**src/rtl/adder_pkg.sv**
```systemverilog
// Shared types and defaults for the bit-serial adder controller.
package adder_pkg;
  typedef enum logic [1:0] {IDLE, RUN, DONE} state_t;
  localparam int DEF_WIDTH = 8;
endpackage

```
**src/rtl/halfAdder.sv**
```systemverilog
// One-bit half adder cell.
module halfAdder (
  input  logic a,
  input  logic b,
  output logic sum,
  output logic carry
);
  assign sum   = a ^ b;
  assign carry = a & b;
endmodule

```
**src/rtl/serial_add_ctrl.sv**
```systemverilog
// Bit-serial WIDTH-bit adder: one full-adder (two half adders + registered carry)
// iterated LSB first, with valid/ready handshakes on both sides.
module serial_add_ctrl
  import adder_pkg::*;
#(
  parameter int WIDTH = DEF_WIDTH
) (
  input  logic             clk,
  input  logic             rst_n,
  input  logic             in_valid,
  output logic             in_ready,
  input  logic [WIDTH-1:0] op_a,
  input  logic [WIDTH-1:0] op_b,
  output logic             out_valid,
  input  logic             out_ready,
  output logic [WIDTH-1:0] sum,
  output logic             cout,
  output logic             busy
);
  localparam int CW = (WIDTH > 1) ? $clog2(WIDTH) : 1;
  localparam logic [CW-1:0] CNT_LAST = CW'(WIDTH - 1);

  state_t           state, state_nxt;
  logic [WIDTH-1:0] a_sh, b_sh, sum_sh;
  logic             carry;
  logic [CW-1:0]    bit_cnt;
  logic             ha0_s, ha0_c, ha1_s, ha1_c;
  logic             accept;

  halfAdder ha0 (.a(a_sh[0]), .b(b_sh[0]), .sum(ha0_s), .carry(ha0_c));
  halfAdder ha1 (.a(ha0_s),   .b(carry),   .sum(ha1_s), .carry(ha1_c));

  assign accept = in_valid && (state == IDLE);

  always_ff @(posedge clk or negedge rst_n) begin
    if (!rst_n) state <= IDLE;
    else        state <= state_nxt;
  end

  always_comb begin
    state_nxt = state;
    case (state)
      IDLE:    if (in_valid)              state_nxt = RUN;
      RUN:     if (bit_cnt == CNT_LAST)   state_nxt = DONE;
      DONE:    if (out_ready)             state_nxt = IDLE;
      default:                            state_nxt = IDLE;
    endcase
  end

  // Sum enters at the MSB so after WIDTH shifts bit 0 lands in sum_sh[0].
  always_ff @(posedge clk or negedge rst_n) begin
    if (!rst_n) begin
      a_sh    <= '0;
      b_sh    <= '0;
      sum_sh  <= '0;
      carry   <= 1'b0;
      bit_cnt <= '0;
    end else if (accept) begin
      a_sh    <= op_a;
      b_sh    <= op_b;
      sum_sh  <= '0;
      carry   <= 1'b0;
      bit_cnt <= '0;
    end else if (state == RUN) begin
      a_sh    <= a_sh >> 1;
      b_sh    <= b_sh >> 1;
      sum_sh  <= WIDTH'({ha1_s, sum_sh} >> 1);
      carry   <= ha0_c | ha1_c;
      bit_cnt <= bit_cnt + 1'b1;
    end
  end

  assign in_ready  = (state == IDLE);
  assign out_valid = (state == DONE);
  assign busy      = (state != IDLE);
  assign sum       = sum_sh;
  assign cout      = carry;
endmodule

```
**config.mk**
```make
export PLATFORM = sky130hd
export DESIGN_NAME = serial_add_ctrl
export DESIGN_NICKNAME = d
export VERILOG_FILES = /design/src/rtl/adder_pkg.sv /design/src/rtl/halfAdder.sv /design/src/rtl/serial_add_ctrl.sv
export SDC_FILE = /design/constraint.sdc
export NUM_CORES = 1
export LEC_CHECK = 0
export ABC_AREA = 0
export ABC_CLOCK_PERIOD_IN_PS = 3660
export CORE_MARGIN = 2
export CORE_UTILIZATION = 45
export CTS_CLUSTER_SIZE = 40
export DETAILED_ROUTE_END_ITERATION = 8
export PLACE_DENSITY_LB_ADDON = 0.05
export SLEW_MARGIN = 20
export SYNTH_ARGS = -nofsm -noshare
export SYNTH_HDL_FRONTEND = slang
export SYNTH_SLANG_ARGS = --single-unit
```
**constraint.sdc**
```tcl
create_clock -name clk -period 3.66 [get_ports clk]
set_clock_uncertainty 0.05 [all_clocks]
set_input_delay 0.732 -clock clk [delete_from_list [all_inputs] [get_ports clk]]
set_output_delay 0.732 -clock clk [all_outputs]
set_load 0.005 [all_outputs]
```
==> flow_summary_export.csv, run 1 <==
group,metric,value,unit
finish,fin_nets,182,
placement,numPlacedInstances,183,
critical_path,critPathMaxFanout,34,
global_routing,first_global_vias,1060,
synth,synth-seq-cells,30,
timing,worstMarginPinSlew,0.925,ns
die,dieArea,3460,um2
timing,grt_setup_unrepaired,"false",
placement,dpl_worst_slack,1.15,ns
drt,detail_route.wirelength,2670,um
critical_path,ff2ff_setup_slack,1.78,ns
timing,min_period_over_period,0.785,
critical_path,timing.critical_path.buf_inv,1,
critical_path,crit_slowest_cell,"sky130_fd_sc_hd__dfrtp_1",
power_and_ir_drop,combinationalPowerShare,0.389,
critical_path,start_kind,"flop",
power_and_ir_drop,irDropWorstVdd,421,uV
clock_network,ctsLongestPathBuffers,2,
clock_network,cts_root_buf,"sky130_fd_sc_hd__clkbuf_4",
drt,drtPass1Iterations,4,
timing,setup_viol,0,
synth,post_synth_inst_count,129,
die,die_h,58.9,um
power_and_ir_drop,p_sw,0.000456,W
global_routing,grt_start_max_net_pins,35,
timing,postLayoutSetupSlackWorst,0.786,ns
global_routing,grt_pass1_wl,4660,um
clock_network,tritoncts_num_sinks,30,
critical_path,worst_ep_required_time,2.88,ns
drt,ant_nets,0,
synth,postSynthAreaPerCell,10.5,um2
power_and_ir_drop,intPower,0.000871,W
clock_network,post_cts.repair.setup_buffers,0,
finish,synthToLayoutAreaGrowth,27.6,%
power_and_ir_drop,power-per-cell-area,768,nW/um2
timing,max_clock_freq,348,MHz
timing,finalMaxSlewViolations,0,
clock_network,cts_buffers,5,
placement,placement.io_buffers,31,
timing,relSlewSlack,0.383,
placement,post-dp-hpwl,1780,um
drt,vias,1059,
drt,drc,0,
die,floorplan.initialDensity,0.483,
critical_path,path_cells,"nor2b_1, clkdlybuf4s50_1",
clock_network,clock_insertion_delay_worst_skew,0.32,ns
critical_path,path_class,"flop to output pin",
clock_network,post_cts_hold_buffer_count,0,
worst_hold_path,hold_path.class,"flop to flop",
synth,yosysSeqAreaShare,0.555,
global_routing,grt_remaining_overflow,0,
global_routing,antenna_violations_before_repair,0,
finish,insertedDiodeCount,0,
drt,drt_first_iter_violations,28,
die,top_level_pins,32,
synth,netlist_area,1350,um2
finish,finalNonFillerCells,191,
drt,post_detailed_route_wirelength_per_cell,14.0,um
clock_network,clkSlewWorstSetupHoldPaths,0.09,ns
global_routing,grt_use_total,0.178,
finish,final_common_cell,"sky130_fd_sc_hd__clkdlybuf4s50_1",
finish,layout_common_cells,"sky130_fd_sc_hd__clkdlybuf4s50_1 (31), sky130_fd_sc_hd__dfrtp_1 (30), sky130_fd_sc_hd__nor3_1 (24), sky130_fd_sc_hd__nor2_1 (14), sky130_fd_sc_hd__nor3b_1 (12)",
power_and_ir_drop,power.static_leakage,0.751,nW
synth,synth.lib_cells_used.distinct,22,
die,floorplan.rows,19,
finish,drive_above_1_share,0.0625,
timing,fin_tns_setup,0,ns
power_and_ir_drop,pwr-share-clk,0.152,
placement,placer_s_final_routability_congestion_estimate,0.745,
synth,ys_warn_count,0,
power_and_ir_drop,sequentialPowerShare,0.458,
critical_path,critical-path-max-stage-delay,0.96,ns
clock_network,post_cts_repair_resize_count,0,
clock_network,cts_tree,"yes",
timing,period_needed,2.87,ns
die,fp.coreArea,2810,um2
critical_path,cp_data_arrival_time,2.09,ns
timing,timing.final.hold_violations,0,
die,die-width,58.9,um
critical_path,setup.worst_path.end_class,"output pin",
run,timing.max_cap.violations,0,
clock_network,deepest_level_of_the_cts_h_tree,2,
power_and_ir_drop,power.switching_fraction,0.344,
synth,synth.net_count,152,
run_status,outcome,"finished, final reports clean",
critical_path,critical-path-top-delay-family,"flip-flops",
drt,routed_via_density,5.54,
## power by group through the flow
stage               clock, W  combinational, W  sequential, W
floorplan                  0          0.000370       0.000565
global placement           0          0.000509       0.000609
detailed placement         0          0.000522       0.000615
CTS                 0.000209          0.000526       0.000609
global route        0.000221          0.000585       0.000631
finish              0.000202          0.000517       0.000608
## area by class of cell
class	count	area (um2)
Inverter	5	18.8
Multi-Input combinational cell	85	542
Fill cell	251	1080
Timing Repair Buffer	32	318
Clock inverter	1	5.00
Clock buffer	7	55.1
Tap cell	31	38.8
Sequential cell	30	751
## state kept, by name, summed over array words and instances, names as in the netlist
signal and count:
bit_cnt 3, sum 8, cout 1, state 2, b_sh 8, a_sh 8
## cell families after synthesis
logic type                 count (synthesis)  share of synthesized area
AOI/OAI and AO/OA                         22                      0.133
buffers and inverters                     14                     0.0453
adders and majority gates                  3                     0.0333
and+or+nand+nor                           60                      0.234
DFF                                       30                      0.555
## synthesized netlist by cell type
cell type,n,share of area
sky130_fd_sc_hd__and2b_1,1,0.0055
sky130_fd_sc_hd__inv_1,5,0.014
sky130_fd_sc_hd__nand2b_1,4,0.018
sky130_fd_sc_hd__ha_1,2,0.018
sky130_fd_sc_hd__nor2_1,14,0.039
sky130_fd_sc_hd__a22o_1,10,0.065
sky130_fd_sc_hd__o21ba_2,1,0.0074
sky130_fd_sc_hd__o21ai_0,2,0.0074
sky130_fd_sc_hd__nor3b_1,12,0.067
sky130_fd_sc_hd__buf_2,7,0.026
sky130_fd_sc_hd__a32o_1,2,0.015
sky130_fd_sc_hd__a21oi_1,1,0.0037
sky130_fd_sc_hd__nor3_1,24,0.089
sky130_fd_sc_hd__fa_1,1,0.015
sky130_fd_sc_hd__o21bai_2,1,0.0083
sky130_fd_sc_hd__nand2_1,4,0.011
sky130_fd_sc_hd__a221o_1,2,0.015
sky130_fd_sc_hd__nor2b_1,1,0.0046
sky130_fd_sc_hd__clkbuf_1,2,0.0055
sky130_fd_sc_hd__o22ai_1,1,0.0046
sky130_fd_sc_hd__o21ai_1,2,0.0074
sky130_fd_sc_hd__dfrtp_1,30,0.55
## through the flow
stage,cell area [um2],power [W],hold WS [ns],util
after global placement,1670,0.00112,0.437,0.595
after CTS,1730,0.00134,0.462,0.616
after detailed placement,1670,0.00114,0.439,0.595
after global routing,1730,0.00144,0.465,0.616
final,1730,0.00133,0.458,0.616
after floorplan,1350,0.000935,0.386,-
## per-layer routing
layer  track usage  vias to the layer above  share of wire
li1              -                      517              -
met1         0.255                      505           0.51
met2         0.252                       30           0.42
met3        0.0418                        7          0.057
met4        0.0844                        0          0.018
met5             0                        -              0
## final timing paths
| path | startpoint | end | cells after the start |
|---|---|---|---|
| max reg2reg | state[1] | a_sh[0] | 2 |
| min reg2reg | b_sh[7] | b_sh[7] | 1 |
| max in group asynchronous | rst_n | bit_cnt[1] | 2 |
| max | state[1] | out_valid | 2 |
| min | b_sh[7] | b_sh[7] | 1 |
| min in group asynchronous | rst_n | b_sh[0] | 2 |
Note: power is estimated with default switching activity, not from simulation.
==> run 2, diff against run 1 <==
- ABC_CLOCK_PERIOD_IN_PS: 3660 -> 2600
- CORE_UTILIZATION: 45 -> 44
- clock period: 3.66 -> 2.6 ns (I/O delays scaled with it)
==> flow_summary_export.csv, run 2 (synthesis gave the netlist of run 1 again) <==
group,metric,value,unit
placement,placer_s_final_routability_congestion_estimate,0.728,
timing,setup_viol,0,
timing,holdWs,0.444,ns
global_routing,grt_pass1_wl,4730,um
critical_path,start_kind,"flop",
clock_network,deepest_level_of_the_cts_h_tree,2,
finish,fin_nets,184,
drt,post_detailed_route_wirelength_per_cell,14.2,um
clock_network,post_cts_hold_buffer_count,0,
critical_path,path_class,"flop to output pin",
drt,routed_via_density,5.56,
finish,final_common_cell,"sky130_fd_sc_hd__clkdlybuf4s50_1",
clock_network,cts_buffers,5,
die,die-width,59.5,um
critical_path,worst_ep_required_time,2.03,ns
power_and_ir_drop,power-per-cell-area,1120,nW/um2
global_routing,first_global_vias,1067,
clock_network,cts_tree,"yes",
drt,detail_route.wirelength,2750,um
power_and_ir_drop,irDropWorstVdd,462,uV
clock_network,clkSlewWorstSetupHoldPaths,0.09,ns
global_routing,grt_use_total,0.182,
global_routing,grt_remaining_overflow,0,
placement,placement.io_buffers,31,
critical_path,critPathMaxFanout,21,
die,fp.coreArea,2980,um2
critical_path,cp_data_arrival_time,1.83,ns
clock_network,post_cts.repair.setup_buffers,0,
global_routing,grt_start_max_net_pins,31,
die,top_level_pins,32,
die,floorplan.rows,20,
critical_path,setup.worst_path.end_class,"output pin",
finish,synthToLayoutAreaGrowth,30.5,%
finish,layout_common_cells,"sky130_fd_sc_hd__clkdlybuf4s50_1 (31), sky130_fd_sc_hd__dfrtp_1 (30), sky130_fd_sc_hd__nor3_1 (24), sky130_fd_sc_hd__nor2_1 (14), sky130_fd_sc_hd__nor3b_1 (12)",
finish,drive_above_1_share,0.0745,
timing,min_period_over_period,0.922,
finish,fillcell_total,278,
finish,insertedDiodeCount,0,
placement,post-dp-hpwl,1880,um
die,floorplan.initialDensity,0.455,
timing,max_clock_freq,417,MHz
timing,worstMarginPinSlew,0.568,ns
clock_network,ctsLongestPathBuffers,2,
run,timing.max_cap.violations,0,
clock_network,tritoncts_num_sinks,30,
drt,vias,1079,
timing,grt_setup_unrepaired,"false",
timing,fin_tns_setup,0,ns
drt,drt_first_iter_violations,33,
drt,ant_nets,0,
timing,period_needed,2.40,ns
drt,drc,0,
critical_path,r2r_cells,3,
worst_hold_path,number_of_stages_on_the_worst_hold_path,1,
timing,timing.final.hold_violations,0,
clock_network,clock_insertion_delay_worst_skew,0.32,ns
die,die_h,59.5,um
worst_hold_path,hold_path.class,"flop to flop",
clock_network,cts_root_buf,"sky130_fd_sc_hd__clkbuf_4",
run_status,outcome,"finished, final reports clean",
drt,drtPass1Iterations,4,
die,dieArea,3540,um2
timing,finalMaxSlewViolations,0,
clock_network,post_cts_repair_resize_count,0,
power_and_ir_drop,power.static_leakage,0.770,nW
global_routing,antenna_violations_before_repair,0,
timing,relSlewSlack,0.621,
run 2: changes by cell type in the layout (fill, tap and decap cells not counted):
cell                        previous run  this run
sky130_fd_sc_hd__clkinv_2              1         0
sky130_fd_sc_hd__buf_4                 1         3
sky130_fd_sc_hd__bufinv_16             0         1
sky130_fd_sc_hd__clkbuf_1              1         0
run 2: path summary, 6_finish.rpt:
path	startpoint	to	slack, ns
min in group asynchronous	rst_n	b_sh[0]	0.53
worst max-delay path	state[0]	busy	0.20
worst min-delay path	bit_cnt[0]	bit_cnt[0]	0.44
worst min register to register	bit_cnt[0]	bit_cnt[0]	0.44
worst max register to register	state[1]	a_sh[0]	0.82
max in group asynchronous	rst_n	sum[2]	1.70
run 2: metal layers:
metal / global-route usage / share of wire / wire length, um / vias up
met5: 0 / 0 / 0 / -
met4: 0.0877 / 0.016 / 44 / 0
met3: 0.0546 / 0.044 / 121 / 5
met2: 0.275 / 0.44 / 1200 / 24
met1: 0.239 / 0.50 / 1390 / 526
li1: - / - / - / 524
run 2: stage by stage:
step	power, W	instance area (um2)	cells	worst slack, ns	util
floorplan	0.00132	1350	129	1.20	-
global placement	0.00158	1690	187	0.634	0.566
detailed placement	0.00161	1690	187	0.562	0.566
CTS	0.00200	1770	194	0.169	0.593
global route	0.00213	1770	194	0.0495	0.593
finish	0.00197	1770	194	0.202	0.593
run 2: power by group:
group | switching [W] | internal [W]
Sequential | 0.000164 | 0.000679
Clock | 0.000155 | 0.000224
Combinational | 0.000326 | 0.000426
run 2: worst max-delay path, stage by stage (launching register included):
cell                              delay [ns]
sky130_fd_sc_hd__dfrtp_1                0.71
sky130_fd_sc_hd__nor2_1                 0.18
sky130_fd_sc_hd__inv_1                  0.10
sky130_fd_sc_hd__clkdlybuf4s50_1        0.51
run 2: area by class of cell:
type	count	area [um2]	area share
Clock buffer	6	51.3	0.0290
Clock inverter	1	30.0	0.0170
Inverter	5	18.8	0.0106
Multi-Input combinational cell	85	542	0.307
Sequential cell	30	751	0.425
Tap cell	33	41.3	0.0234
Timing Repair Buffer	34	333	0.188
